**config.mk**
```make
export PLATFORM = sky130hd
export DESIGN_NAME = bcd_counter_chain_flat
export DESIGN_NICKNAME = d
export VERILOG_FILES = /design/src/rtl/counter_pkg.sv /design/src/rtl/bcd_counter_chain_if.sv /design/src/rtl/counter_digit.sv /design/src/rtl/bcd_counter_chain.sv /design/src/flat_wrapper.sv
export SDC_FILE = /design/constraint.sdc
export NUM_CORES = 1
export LEC_CHECK = 0
export ABC_AREA = 1
export BUFFER_PORTS_ARGS = -buffer_cell sky130_fd_sc_hd__buf_2
export CAP_MARGIN = 30
export CORE_MARGIN = 1.5
export CORE_UTILIZATION = 53
export DETAILED_ROUTE_END_ITERATION = 10
export PLACE_DENSITY_LB_ADDON = 0.08
export SLEW_MARGIN = 20
export SYNTH_ARGS = -nofsm -noshare
export SYNTH_HDL_FRONTEND = slang
export SYNTH_SLANG_ARGS = --single-unit
```
**constraint.sdc**
```tcl
create_clock -name clk -period 1.5 [get_ports clk]
set_input_delay 0.3 -clock clk [delete_from_list [all_inputs] [get_ports clk]]
set_output_delay 0.3 -clock clk [all_outputs]
set_load 0.005 [all_outputs]
```
**src/rtl/counter_pkg.sv**
```systemverilog
`default_nettype none
// ============================================================================
//  Module      : counter_pkg
//  Description : Shared digit width and per-digit next-value / terminal helpers
//                for the cascaded modulo-N counter chain.
//  Revision    : 1.0  initial release
// ============================================================================
package counter_pkg;

    localparam int DIGIT_W = 4;

    // Out-of-range codes read as "not a legal digit": they clear on load and on step.
    function automatic logic [DIGIT_W-1:0] sanitize(input logic [DIGIT_W-1:0] val,
                                                    input int unsigned         modulus);
        int unsigned v;
        v = {28'd0, val};
        if (v >= modulus) begin
            return '0;
        end
        return val;
    endfunction

    // Next value of a single digit when it is told to step.
    function automatic logic [DIGIT_W-1:0] digit_next(input logic [DIGIT_W-1:0] val,
                                                      input logic                up,
                                                      input int unsigned         modulus);
        int unsigned v;
        int unsigned n;
        v = {28'd0, val};
        if (v >= modulus) begin
            n = 0;
        end else if (up) begin
            n = (v == modulus - 1) ? 0 : v + 1;
        end else begin
            n = (v == 0) ? modulus - 1 : v - 1;
        end
        return DIGIT_W'(n);
    endfunction

    // An illegal digit is never terminal, so it can never start a carry/borrow.
    function automatic logic is_terminal(input logic [DIGIT_W-1:0] val,
                                         input logic                up,
                                         input int unsigned         modulus);
        int unsigned v;
        v = {28'd0, val};
        if (v >= modulus) begin
            return 1'b0;
        end
        return up ? (v == modulus - 1) : (v == 0);
    endfunction

endpackage
`default_nettype wire

```
**src/rtl/bcd_counter_chain_if.sv**
```systemverilog
`default_nettype none
// ============================================================================
//  Module      : bcd_counter_chain_if
//  Description : Control / count bundle of the counter chain. The master side
//                drives enable, direction and load; the slave side returns the
//                count, terminal count and wrap pulse.
//  Revision    : 1.0  initial release
// ============================================================================
interface bcd_counter_chain_if #(
    parameter int unsigned DIGITS = 4
);
    logic                  en;
    logic                  up_dn;
    logic                  load;
    logic [4*DIGITS-1:0]   load_val;
    logic [4*DIGITS-1:0]   q;
    logic                  tc;
    logic                  wrap;

    modport master (
        output en,
        output up_dn,
        output load,
        output load_val,
        input  q,
        input  tc,
        input  wrap
    );

    modport slave (
        input  en,
        input  up_dn,
        input  load,
        input  load_val,
        output q,
        output tc,
        output wrap
    );
endinterface
`default_nettype wire

```
**src/rtl/counter_digit.sv**
```systemverilog
`default_nettype none
// ============================================================================
//  Module      : counter_digit
//  Description : One modulo-MODULUS digit of the chain. Loads a sanitised
//                value or steps in the requested direction; flags when it
//                sits at the terminal value for that direction.
//  Revision    : 1.0  initial release
// ============================================================================
module counter_digit
    import counter_pkg::*;
#(
    parameter int unsigned MODULUS = 10
) (
    input  wire logic               clk,
    input  wire logic               reset,
    input  wire logic               step,
    input  wire logic               up_dn,
    input  wire logic               load,
    input  wire logic [DIGIT_W-1:0] load_d,
    output logic      [DIGIT_W-1:0] d,
    output logic                    at_term
);

    logic [DIGIT_W-1:0] r_d;

    // Digit register: load beats step, both beat hold.
    always_ff @(posedge clk or negedge reset) begin
        if (!reset) begin
            r_d <= '0;
        end else if (load) begin
            r_d <= sanitize(load_d, MODULUS);
        end else if (step) begin
            r_d <= digit_next(r_d, up_dn, MODULUS);
        end
    end

    assign d       = r_d;
    assign at_term = is_terminal(r_d, up_dn, MODULUS);

endmodule
`default_nettype wire

```
**src/rtl/bcd_counter_chain.sv**
```systemverilog
`default_nettype none
// ============================================================================
//  Module      : bcd_counter_chain
//  Description : DIGITS cascaded modulo-MODULUS up/down digits on one clock.
//                Carries are computed as a synchronous lookahead chain, so
//                every digit sees the same edge. Combinational terminal count
//                and a registered one-cycle wrap pulse.
//  Revision    : 1.0  initial release
// ============================================================================
module bcd_counter_chain
    import counter_pkg::*;
#(
    parameter int unsigned DIGITS  = 4,
    parameter int unsigned MODULUS = 10
) (
    input  wire logic          clk,
    input  wire logic          reset,
    bcd_counter_chain_if.slave bus
);

    logic [DIGITS-1:0]         w_step;
    logic [DIGITS-1:0]         w_at_term;
    logic [DIGIT_W*DIGITS-1:0] w_q;
    logic                      r_wrap;

    // Digit 0 steps on every enabled cycle; digit k needs all lower digits terminal.
    assign w_step[0] = bus.en;

    generate
        for (genvar k = 1; k < DIGITS; k++) begin : g_step
            assign w_step[k] = w_step[k-1] & w_at_term[k-1];
        end

        for (genvar k = 0; k < DIGITS; k++) begin : g_digit
            counter_digit #(
                .MODULUS (MODULUS)
            ) u_digit (
                .clk     (clk),
                .reset   (reset),
                .step    (w_step[k]),
                .up_dn   (bus.up_dn),
                .load    (bus.load),
                .load_d  (bus.load_val[DIGIT_W*k +: DIGIT_W]),
                .d       (w_q[DIGIT_W*k +: DIGIT_W]),
                .at_term (w_at_term[k])
            );
        end
    endgenerate

    // tc already excludes load, so registering it marks exactly the full-chain wrap edges.
    always_ff @(posedge clk or negedge reset) begin
        if (!reset) begin
            r_wrap <= 1'b0;
        end else begin
            r_wrap <= bus.tc;
        end
    end

    assign bus.tc   = bus.en & ~bus.load & (&w_at_term);
    assign bus.q    = w_q;
    assign bus.wrap = r_wrap;

endmodule
`default_nettype wire

```
**src/flat_wrapper.sv**
```systemverilog
// flat-port wrapper written by rule: the top's interface ports become plain ports
module bcd_counter_chain_flat import counter_pkg::*;
#(
    parameter int unsigned DIGITS  = 4,
    parameter int unsigned MODULUS = 10
)
  (clk, reset, bus_en, bus_up_dn, bus_load, bus_load_val, bus_q, bus_tc, bus_wrap);
  bcd_counter_chain_if #(.DIGITS(DIGITS)) bus_i ();
  input  wire logic clk;
  input  wire logic reset;
  input wire logic [$bits(bus_i.en)-1:0] bus_en;
  input wire logic [$bits(bus_i.up_dn)-1:0] bus_up_dn;
  input wire logic [$bits(bus_i.load)-1:0] bus_load;
  input wire logic [$bits(bus_i.load_val)-1:0] bus_load_val;
  output wire logic [$bits(bus_i.q)-1:0] bus_q;
  output wire logic [$bits(bus_i.tc)-1:0] bus_tc;
  output wire logic [$bits(bus_i.wrap)-1:0] bus_wrap;
  assign bus_i.en = bus_en;
  assign bus_i.up_dn = bus_up_dn;
  assign bus_i.load = bus_load;
  assign bus_i.load_val = bus_load_val;
  assign bus_q = bus_i.q;
  assign bus_tc = bus_i.tc;
  assign bus_wrap = bus_i.wrap;
  bcd_counter_chain #(.DIGITS(DIGITS), .MODULUS(MODULUS)) u_core (.clk(clk), .reset(reset), .bus(bus_i));
endmodule
```
# ---- Word level (Yosys, flattened, before mapping)
# Cells that the tools add are included.
dict set report totals {
  romBits 0
  memories 0
  elab_cells 96
  ff_bits 17
  out_inout_bits 18
  latch_bits 0
  mem_bits_rw 0
  input_bits 21
}
dict set report op_classes {
  multipliers 0
  order_cmp 8
  n_addsub 8
  bitwise_logic 6
  n_div 0
  shifts 0
  n_reduce_logical 9
  muxes 56
  eq_ne 4
}
# op count
set op_table {}
lappend op_table {{4-bit 2-to-1 mux} 32}
lappend op_table {{4-bit greater-or-equal comparator (second input constant)} 8}
lappend op_table {{1-bit 2-to-1 mux} 24}
lappend op_table {{4-bit by 1-bit adder with 4-bit output (second input constant)} 4}
lappend op_table {{4-bit == test (second input constant)} 4}
lappend op_table {{4-bit logical NOT} 4}
lappend op_table {{4-bit by 1-bit subtractor with 4-bit output (second input constant)} 4}
lappend op_table {{2-bit nonzero test} 4}
lappend op_table {{1-bit AND} 5}
lappend op_table {{4-bit AND reduction} 1}
lappend op_table {{1-bit inverter} 1}

# ---- Longest topological paths before layout
dict set report logic_depth {
  depth_word 8
  ltp_mapped 10
}

# ---- Hierarchy
# A second synthesis with hierarchy kept.
dict set report hier_totals {
  hier_cells 279
  area_unflattened_um2 1622.8
}
# module area_per_inst_um2 instances cells_each seq_area_each_um2
set by_module_without_submodules {}
lappend by_module_without_submodules {counter_digit 384.1 4 66 100.1}
lappend by_module_without_submodules {bcd_counter_chain 86.3 1 15 25.0}

# ---- Worst setup path after synthesis
# Ideal clock, no wire load.
dict set report synth_timing {
  path_type {reg-to-output}
  startpoint {reg u_core.g_digit[2].u_digit.r_d[1]}
  endpoint {out bus_tc}
  arrival_ns 1.102
  path_buffers 0
  setup_slack_ns 0.098
  stages_incl_launch_ff 6
  path_cell_list {dfrtp_1 -> nor2_1 -> nand3_1 -> o21ai_1 -> nand2_1 -> nor2_1}
}
dict set report synth_via {
  elab_chain_len 5
  word_cells_on_any_way 8
}
# item line_no
set synth_rtl {}
lappend synth_rtl {{start: declaration} counter_digit.sv:24} ;# logic [DIGIT_W-1:0] r_d;
lappend synth_rtl {{start signal: assignment} counter_digit.sv:31} ;# r_d <= sanitize(load_d, MODULUS);
lappend synth_rtl {{start signal: assignment} counter_digit.sv:33} ;# r_d <= digit_next(r_d, up_dn, MODULUS);
lappend synth_rtl {{4-bit greater-or-equal comparator, or another cell as far along} counter_pkg.sv:46} ;# if (v >= modulus) begin
lappend synth_rtl {{1-bit 2-to-1 mux, on equally long branches} {counter_pkg.sv:46, counter_pkg.sv:49}}
lappend synth_rtl {{1-bit 2-to-1 mux (*)} counter_pkg.sv:49} ;# return up ? (v == modulus - 1) : (v == 0);
lappend synth_rtl {{4-bit AND reduction (*)} bcd_counter_chain.sv:59} ;# assign bus.tc = bus.en & ~bus.load & (&w_at_term);
lappend synth_rtl {{1-bit AND (*)} bcd_counter_chain.sv:59}
lappend synth_rtl {{end: declaration} flat_wrapper.sv:16} ;# output wire logic [$bits(bus_i.tc)-1:0] bus_tc;
# Mark *: on every way between the ends. The rest lies on a longest branch, timed or not.

# ---- Worst setup path after layout
dict set report layout_timing {
  startpoint {reg u_core.g_digit[1].u_digit.r_d[0]}
  endpoint {out bus_tc}
}
dict set report layout_via {
  elab_chain_len 5
  word_cells_on_any_way 8
}
# item line_no
set layout_rtl {}
lappend layout_rtl {{start: declaration} counter_digit.sv:24}
lappend layout_rtl {{start signal: assignment} counter_digit.sv:31}
lappend layout_rtl {{start signal: assignment} counter_digit.sv:33}
lappend layout_rtl {{4-bit greater-or-equal comparator, or another cell as far along} counter_pkg.sv:46}
lappend layout_rtl {{1-bit 2-to-1 mux, on equally long branches} {counter_pkg.sv:46, counter_pkg.sv:49}}
lappend layout_rtl {{1-bit 2-to-1 mux (*)} counter_pkg.sv:49}
lappend layout_rtl {{4-bit AND reduction (*)} bcd_counter_chain.sv:59}
lappend layout_rtl {{1-bit AND (*)} bcd_counter_chain.sv:59}
# Marked as above.

==> reports/results.tsv <==
metric	value	unit
outcome	finished with violations	
violations	setup timing	
grt_pass1_vias	1765	
drt-pass1-iter-count	5	
design_area	2150	sq um
rsz0062_at_grt	true	
ys.flop_type	dfrtp_1	
required	1.20	ns
cp_slowest_stage_delay	0.44	ns
slew_violations	0	
yosys_warnings	0	
grt_max_degree	21	
final.setup_skew	0.00657	ns
cp.depth	9	
cpMaxStageDelayCell	dfrtp_1	
synth_top_area_frac	0.280	
ys_seq_area_frac	0.280	
synthTopCellsByCount	nand2_1 (94), nand3_1 (37), nor2_1 (25), inv_1 (24), dfrtp_1 (17)	
worst_slack	-0.331	ns
async_flop_share	1.00	
clkTransAtPathRegs	0.11	ns
drt-initial-drc-count	149	
fp.coreArea	2730	sq um
grt_usage	0.283	
holdWs	0.282	ns
syn_area_per_cell	5.84	sq um
start_util	0.555	
synth_nets	281	
yosysMostFrequentCell	nand2_1	
worstSetupPathType	reg -> out	
cts_buffers	3	
via_per_inst	5.40	
clk_latency	0.29	ns
path_common_cell	nand2_2	
ios	39	
setup_viol	5	
path_cells	inv_2 > nor2_4 > nand2_2 > nand2_2 > nand2_4 > inv_2 > nand2_2 > nor2_4 > buf_2	
synthCells	260	
clockBufferDepth	2	
synth_area	1520	sq um
die_w	56.5	microns
drc	0	
critPathMaxFanout	5	
fin_nets	361	
fp.dieH	56.5	microns
numClockSinks	17	
overflow	0	
power_density	970	nW/um^2
drive_gt1_frac	0.345	
cts_root_buf	clkbuf_4	
period_needed	1.83	ns
yosysTopAreaCell	dfrtp_1	
final-hold-violation-count	0	
place_area	1920	sq um
ys_top_cells_by_area	dfrtp_1 (28%), nand2_1 (23%), nand3_1 (12%)	
nFillCells	237	
worst-path-buf-inv	3	
cp-end-kind	primary output	
die_area	3190	sq um
port_buffers	38	
gp_congestion	0.944	
maxCapViolations	0	
htreeDepth	1	
antenna_violating_nets_post_route	0	
grt_pass1_wl	7270	microns
fmax	546	MHz
area_growth	41.4	%
final_cells	370	
synth_edf_count	0	
max_slew_margin	0.733	
finalCritPeriodShare	1.22	
hold_path.class	in -> reg	
leakagePower	1.21	nW
num_rows	19	
cts_tree	yes	
vdd_drop_max	0.000797	V
synth_cell_types	25	
vias	1997	
critPathLaunchType	flip-flop	
grt_antenna_before_repair	0	
place_inst	351	
r2r_cells	9	
wl_per_cell	12.3	microns
whs_path_depth	3	
worstMarginPinSlew	0.401	ns
synth-seq-cells	17	
critical_path_arrival	1.53	ns
antenna_cells	0	
routed_wirelength	4550	microns
critical-path-top-delay-family	simple AND/OR/NAND/NOR gates	
dpl.hpwl	3240	microns
-- flip-flops by register name, summed over array words and instances (netlist names) --
signal,cells
u_core.bus.wrap,1
u_core.g_digit.u_digit.d,16
-- layout make-up --
cell class                 count  area, sq um  share of cell area
timing repair buffer          80          512               0.238
tap                           31         38.8              0.0181
inverter                      30          113              0.0525
clock buffer                   4         26.3              0.0122
sequential                    17          425               0.198
multi-input combinational    208         1030               0.480
-- placed cells by master (no fill, tap or decap), types with 2 or more instances in the layout --
| cell | instances |
|---|---|
| nand3_1 | 35 |
| inv_1 | 22 |
| nand3_2 | 4 |
| nand4_1 | 4 |
| nand2_1 | 89 |
| a31oi_1 | 3 |
| a22oi_1 | 2 |
| nand2_2 | 7 |
| nor2_1 | 18 |
| o21ai_1 | 2 |
| o21ai_0 | 15 |
| buf_4 | 40 |
| nor2_2 | 8 |
| buf_2 | 38 |
| clkbuf_4 | 3 |
| a21oi_1 | 7 |
| inv_2 | 7 |
| dfrtp_1 | 17 |
| nor2_4 | 2 |
| nand2_4 | 3 |
-- final timing paths --
kind / startpoint / endpoint / slack (ns)
setup reg to reg: u_core.g_digit[0].u_digit.d[2]$_DFFE_PN0P_ / u_core.g_digit[2].u_digit.d[2]$_DFFE_PN0P_ / -0.02
min in group asynchronous: reset / u_core.g_digit[1].u_digit.d[3]$_DFFE_PN0P_ / 0.45
max in group asynchronous: reset / u_core.g_digit[3].u_digit.d[3]$_DFFE_PN0P_ / 0.76
setup / recovery: u_core.g_digit[1].u_digit.d[0]$_DFFE_PN0P_ / bus_tc / -0.33
hold reg to reg: u_core.g_digit[3].u_digit.d[3]$_DFFE_PN0P_ / u_core.g_digit[3].u_digit.d[3]$_DFFE_PN0P_ / 0.64
hold / removal: bus_load_val[0] / u_core.g_digit[0].u_digit.d[0]$_DFFE_PN0P_ / 0.28
-- routing by layer --
| layer | vias to the layer above | part of all wire | GRT usage |
|---|---|---|---|
| li1 | 1007 | - | - |
| met1 | 876 | 0.41 | 0.367 |
| met2 | 106 | 0.49 | 0.483 |
| met3 | 8 | 0.082 | 0.0323 |
| met4 | 0 | 0.013 | 0.0986 |
| met5 | - | 0 | 0 |
-- tightest hold or removal path: cells and delay by family --
kind / cells / cell delay [ns]
AOI/OAI and AO/OA: 1 / 0.10
buffers and inverters: 1 / 0.07
and+or+nand+nor: 1 / 0.07
-- cells by family after synthesis --
kind of cell           after synthesis  share of synthesized area
AND/OR/NAND/NOR                    173                      0.495
AO/OA/AOI/OAI                       35                      0.133
buffers and inverters               35                     0.0923
flip-flops                          17                      0.280
-- power breakdown --
group	switching, mW	internal [mW]
logic	0.656	0.532
clock network	0.152	0.103
registers	0.0990	0.538
-- metrics by stage --
step           power (mW)   util  setup WS, ns  TNS (ns)
4_1_cts              1.94  0.736        -0.268    -0.268
6_report             2.08  0.785        -0.331    -0.391
2_1_floorplan        1.22      -        0.0980         0
3_3_place_gp         1.62  0.703        0.0135         0
3_5_place_dp         1.63  0.703       0.00408         0
5_1_grt              2.27  0.785        -0.434     -1.06
-- timing repair --
item / in CTS / in global routing
pin swaps: 4 / 13
setup endpoints to repair: 1 / 13
hold buffers: 1 / 0
endpoints found under the hold margin: 17 / 0
cloned: 0 / 0
gates resized for setup: 8 / 18
setup buffers: 4 / 10
No activity file was read; power rests on OpenSTA's default activity.
